<file path="config.mk">
export PLATFORM = sky130hd
export DESIGN_NAME = datapath_alu
export DESIGN_NICKNAME = d
export VERILOG_FILES = /design/src/rtl/datapath_alu.sv
export SDC_FILE = /design/constraint.sdc
export NUM_CORES = 1
export LEC_CHECK = 0
export ABC_AREA = 1
export CAP_MARGIN = 20
export CORE_AREA = 5 5 177 162
export DETAILED_ROUTE_END_ITERATION = 6
export DIE_AREA = 0 0 182 167
export PLACE_DENSITY = 0.68
export SYNTH_ARGS = -nofsm -noshare
export SYNTH_HDL_FRONTEND = slang
export SYNTH_SLANG_ARGS = --single-unit
export TNS_END_PERCENT = 10
</file>
<file path="constraint.sdc">
create_clock -name clk -period 15.8 [get_ports clk]
set_input_delay 3.95 -clock clk [delete_from_list [all_inputs] [get_ports clk]]
set_output_delay 3.95 -clock clk [all_outputs]
set_load 0.02 [all_outputs]
</file>
<file path="src/rtl/datapath_alu.sv">
`timescale 1ns/1ps
// datapath_alu: register file, operand registers A/B, 3-bit-opcode ALU and
// registered result/flags, all driven by a 16-bit control word each cycle.
// A side load port writes the register file and a debug port reads it back.
module datapath_alu #(
  parameter int WIDTH = 8
) (
  input  logic             clk,
  input  logic             rst,
  input  logic [15:0]      i_ctrl,
  input  logic             i_ld_en,
  input  logic [3:0]       i_ld_addr,
  input  logic [WIDTH-1:0] i_ld_data,
  input  logic [3:0]       i_rd_addr,
  output logic [WIDTH-1:0] o_rd_data,
  output logic [WIDTH-1:0] o_a,
  output logic [WIDTH-1:0] o_b,
  output logic [WIDTH-1:0] o_result,
  output logic             o_carry,
  output logic             o_zero,
  output logic             o_neg
);

  typedef enum logic [2:0] {
    OP_ADD   = 3'b000,
    OP_SUB   = 3'b001,
    OP_AND   = 3'b010,
    OP_OR    = 3'b011,
    OP_XOR   = 3'b100,
    OP_NOTA  = 3'b101,
    OP_PASSA = 3'b110,
    OP_PASSB = 3'b111
  } alu_op_t;

  // Control word fields
  alu_op_t    w_op;
  logic [3:0] w_sel_a;
  logic [3:0] w_sel_b;
  logic [3:0] w_dest;
  logic       w_we;
  logic       w_wb_en;

  assign w_op    = alu_op_t'(i_ctrl[15:13]);
  assign w_sel_a = i_ctrl[12:9];
  assign w_sel_b = i_ctrl[8:5];
  assign w_dest  = i_ctrl[4:1];
  assign w_we    = i_ctrl[0];

  // The external load owns the port on an address collision; write-back is dropped.
  assign w_wb_en = w_we && !(i_ld_en && (i_ld_addr == w_dest));

  // Pipeline state
  logic [WIDTH-1:0] r_rf [16];
  logic [WIDTH-1:0] r_a;
  logic [WIDTH-1:0] r_b;
  logic [WIDTH-1:0] r_y;
  logic             r_carry;
  logic             r_zero;
  logic             r_neg;

  // ALU combinational results
  logic [WIDTH:0]   w_sum;
  logic [WIDTH:0]   w_diff;
  logic [WIDTH-1:0] w_y;
  logic             w_c;

  assign w_sum  = {1'b0, r_a} + {1'b0, r_b};
  assign w_diff = {1'b0, r_a} - {1'b0, r_b};

  // ALU function over the latched operands; the top bit of the extended difference is the borrow
  always_comb begin
    w_y = '0;
    w_c = 1'b0;
    case (w_op)
      OP_ADD: begin
        w_y = w_sum[WIDTH-1:0];
        w_c = w_sum[WIDTH];
      end
      OP_SUB: begin
        w_y = w_diff[WIDTH-1:0];
        w_c = w_diff[WIDTH];
      end
      OP_AND:   w_y = r_a & r_b;
      OP_OR:    w_y = r_a | r_b;
      OP_XOR:   w_y = r_a ^ r_b;
      OP_NOTA:  w_y = ~r_a;
      OP_PASSA: w_y = r_a;
      OP_PASSB: w_y = r_b;
    endcase
  end

  // Register file: write-back of the registered result and the external load, no bypass
  always_ff @(posedge clk or posedge rst) begin
    if (rst) begin
      for (int i = 0; i < 16; i++) begin
        r_rf[i] <= '0;
      end
    end else begin
      if (w_wb_en) begin
        r_rf[w_dest] <= r_y;
      end
      if (i_ld_en) begin
        r_rf[i_ld_addr] <= i_ld_data;
      end
    end
  end

  // Operand stage latches the selected registers every cycle
  always_ff @(posedge clk or posedge rst) begin
    if (rst) begin
      r_a <= '0;
      r_b <= '0;
    end else begin
      r_a <= r_rf[w_sel_a];
      r_b <= r_rf[w_sel_b];
    end
  end

  // Result stage registers Y and its flags; an empty result after reset reads as zero
  always_ff @(posedge clk or posedge rst) begin
    if (rst) begin
      r_y     <= '0;
      r_carry <= 1'b0;
      r_zero  <= 1'b1;
      r_neg   <= 1'b0;
    end else begin
      r_y     <= w_y;
      r_carry <= w_c;
      r_zero  <= (w_y == '0);
      r_neg   <= w_y[WIDTH-1];
    end
  end

  assign o_rd_data = r_rf[i_rd_addr];
  assign o_a       = r_a;
  assign o_b       = r_b;
  assign o_result  = r_y;
  assign o_carry   = r_carry;
  assign o_zero    = r_zero;
  assign o_neg     = r_neg;

endmodule

</file>
==> results_dict.tcl <==
set metrics [dict create \
    status "finished with violations" \
    violations "DRC" \
    vias 15140 \
    post_cts_resized 0 \
    min-delay-start "r_rf[22]" \
    ant_nets 0 \
    design_power_total_mw 1.679 \
    grt_use_total_pct 33.57 \
    cp_cell_sequence "clkdlybuf4s50_1 -> clkinv_1 -> nand2_1 -> o22ai_1 -> o21ai_0 -> clkdlybuf4s50_1" \
    rsz0062_at_grt "no" \
    gp_congestion 0.9706 \
    cts_root_buffer "clkbuf_16" \
    tns_ps 0 \
    wl_per_cell_um 21.13 \
    critical_path_class "input pin to output pin" \
    dpl_cell_area_mm2 0.01368 \
    cp-start-kind "input pin" \
    cpPeakStageDelay_ps 950 \
    grt_first_pass_wirelength_um 79380 \
    layout-drive-gt1-share_pct 2.804 \
    register_area_mm2 0.003855 \
    ctsHoldBuffers 0 \
    fill_cells 2643 \
    cts_tree "built" \
    ys_seq_area_share_pct 29.41 \
    core_mm2 0.02660 \
    p_leak_nw 7.020 \
    grt_pass1_vias 12940 \
    place_inst 2461 \
    reg2reg_from "o_a[2]" \
    p_per_area_mw_per_mm2 117.6 \
    cts_max_path_buffers 2 \
    area.growth.synth_to_final_pct 8.983 \
    cp.arrival_ps 6980 \
    initial_core_util_pct 49.27 \
    maxSlewHeadroom_pct 24.20 \
    via_per_inst 6.071 \
    post-route-drc-count 1 \
    dieHeight_um 167 \
    cp_num_buf_inv 3 \
    ys_types 34 \
    io_pins 70 \
    grt_overflow 0 \
    period_share_pct 69.15 \
    synthCells 2174 \
    final_cells 2494 \
    finalInstanceArea_mm2 0.01428 \
    insertion_delay_ps 460 \
    synth-seq-cells 154 \
    die_area_mm2 0.03039 \
    rows 57 \
    hpwl_um 36450 \
    multi_input_area_mm2 0.007682 \
    drtIter0Drc 2106 \
    cpMostUsedCell "clkdlybuf4s50_1" \
    cts_sinks 154 \
    worst_slew_pin_slew_ps 1133 \
    cap_violations 0 \
    synth_area_per_cell_um2 6.029 \
    cp_top_family "buffers and inverters" \
    crit_slowest_cell "clkdlybuf4s50_1" \
    ys_warn_count 0 \
    post_cts_buffers 0 \
    grt_max_degree 129 \
    cp.required_ps 11850 \
    hold_class "flop to flop" \
    fin_worst_skew_ps 16.25 \
    drt-total-wl_um 52700 \
    antenna_found_initial 1 \
    synth_area_mm2 0.01311 \
    antennaDiodeCount 0 \
    finalCriticalPeriod_ps 10930 \
    slew_violations 0 \
    port_buffers 69 \
    fmax_mhz 91.52 \
    drt-pass1-iter-count 7 \
    syn-num-nets 2235 \
    critical_path.startpoint "i_rd_addr[2]" \
    cts.reportedPaths.clkPinSlew_ps 70 \
    fp.dieW_um 182 \
    htreeDepth 4 \
    fin_nets 2188 \
    end_kind "output pin" \
    finalSetupViolations 0 \
    peakVddDrop_mv 0.08555 \
    cts_made_buffers 17 \
    crit_fanout 17 \
    hold_viol_final 0 \
]
## Yosys cell counts
| master | count | area, µm² |
|---|---|---|
| a21boi_2 | 1 | 11.26 |
| a21oi_1 | 161 | 805.8 |
| a31oi_1 | 6 | 37.54 |
| and2_1 | 1 | 6.260 |
| buf_1 | 7 | 26.28 |
| buf_2 | 31 | 155.2 |
| buf_4 | 4 | 30.03 |
| buf_6 | 3 | 33.78 |
| clkbuf_1 | 102 | 382.9 |
| clkinv_1 | 2 | 7.510 |
| dfrtp_1 | 153 | 3829 |
| dfstp_2 | 1 | 26.28 |
| fa_1 | 2 | 40.04 |
| ha_1 | 24 | 300.3 |
| inv_1 | 248 | 930.9 |
| inv_2 | 2 | 7.510 |
| nand2_1 | 660 | 2477 |
| nand2_2 | 1 | 6.260 |
| nand3_1 | 162 | 810.8 |
| nand3b_1 | 2 | 15.01 |
| nand4_1 | 15 | 93.84 |
| nor2_1 | 95 | 356.6 |
| nor2_2 | 3 | 18.77 |
| nor2_4 | 1 | 11.26 |
| nor3_1 | 2 | 10.01 |
| o211ai_1 | 51 | 382.9 |
| o21ai_0 | 388 | 1942 |
| o21ai_1 | 6 | 30.03 |
| o221ai_1 | 23 | 201.4 |
| o22ai_1 | 9 | 56.30 |
| o31ai_1 | 1 | 7.510 |
| or2_2 | 2 | 12.51 |
| xnor2_1 | 3 | 26.28 |
| xor2_1 | 2 | 17.52 |
## metal layers
metal  global-route usage, %  wire length [µm]
met1                   48.26             21440
met2                   49.31             22430
met3                   9.008              7095
met4                   10.47              1721
met5                       0                13
## cell type report
type / count / share of cell area [%]
Multi-Input combinational cell: 1621 / 53.78
Sequential cell: 154 / 26.99
Inverter: 252 / 6.657
Timing Repair Buffer: 81 / 5.448
Clock buffer: 21 / 3.224
Tap cell: 354 / 3.101
Clock inverter: 11 / 0.7971
## report_power, final
part           internal (mW)  switching, mW
registers              0.487          0.129
clock network          0.228          0.190
logic                  0.217          0.428
## state kept, by name, indices dropped and copies added (netlist names)
| register | cells |
|---|---|
| o_zero | 1 |
| o_result | 7 |
| r_rf | 128 |
| o_neg | 1 |
| o_b | 8 |
| o_carry | 1 |
| o_a | 8 |
## kinds of logic after synthesis
family | Yosys count | synth area share (%)
XOR/XNOR | 5 | 0.3342
AND/OR/NAND/NOR | 944 | 29.14
adder cells (fa/ha/maj) | 26 | 2.597
AO/OA/AOI/OAI | 646 | 26.51
flip-flops | 154 | 29.41
buffers and inverters | 399 | 12.01
## cells in the final DEF, fill, tap and decap left out, drive strengths merged, types with 6 or more instances in the layout
| master | synthesis | routed |
|---|---|---|
| a21oi | 161 | 161 |
| a31oi | 6 | 6 |
| buf | 45 | 18 |
| clkbuf | 102 | 21 |
| clkdlybuf4s50 | 0 | 63 |
| clkinv | 2 | 6 |
| dfrtp | 153 | 153 |
| ha | 24 | 24 |
| inv | 250 | 253 |
| nand2 | 661 | 661 |
| nand3 | 162 | 162 |
| nand4 | 15 | 15 |
| nor2 | 99 | 99 |
| o211ai | 51 | 51 |
| o21ai | 394 | 394 |
| o221ai | 23 | 23 |
| o22ai | 9 | 9 |
## through the flow
| stage | setup slack (ps) | hold slack (ps) | util (%) |
|---|---|---|---|
| 4_1_cts | 4888 | 595.9 | 53.59 |
| 6_report | 4874 | 587.9 | 53.69 |
| 2_1_floorplan | 6561 | 538.3 | - |
| 3_5_place_dp | 4891 | 585.9 | 51.43 |
| 5_1_grt | 4829 | 637.9 | 53.69 |
| 3_3_place_gp | 4899 | 564.5 | 51.43 |
## worst min-delay path, stage by stage (launching register included)
cell and delay (ps):
dfrtp_1 400, nand2_1 70, a31oi_1 80
## path summary, 6_finish.rpt
path,to,slack (ps),cells after the start
worst min register to register,r_rf[22],590,2
min in group asynchronous,o_result[6],3960,2
max in group asynchronous,r_rf[69],10640,3
worst min-delay path,r_rf[22],590,2
worst max register to register,o_zero,13530,12
worst max-delay path,o_rd_data[3],4870,6
Power figures use the tool's default switching activity.
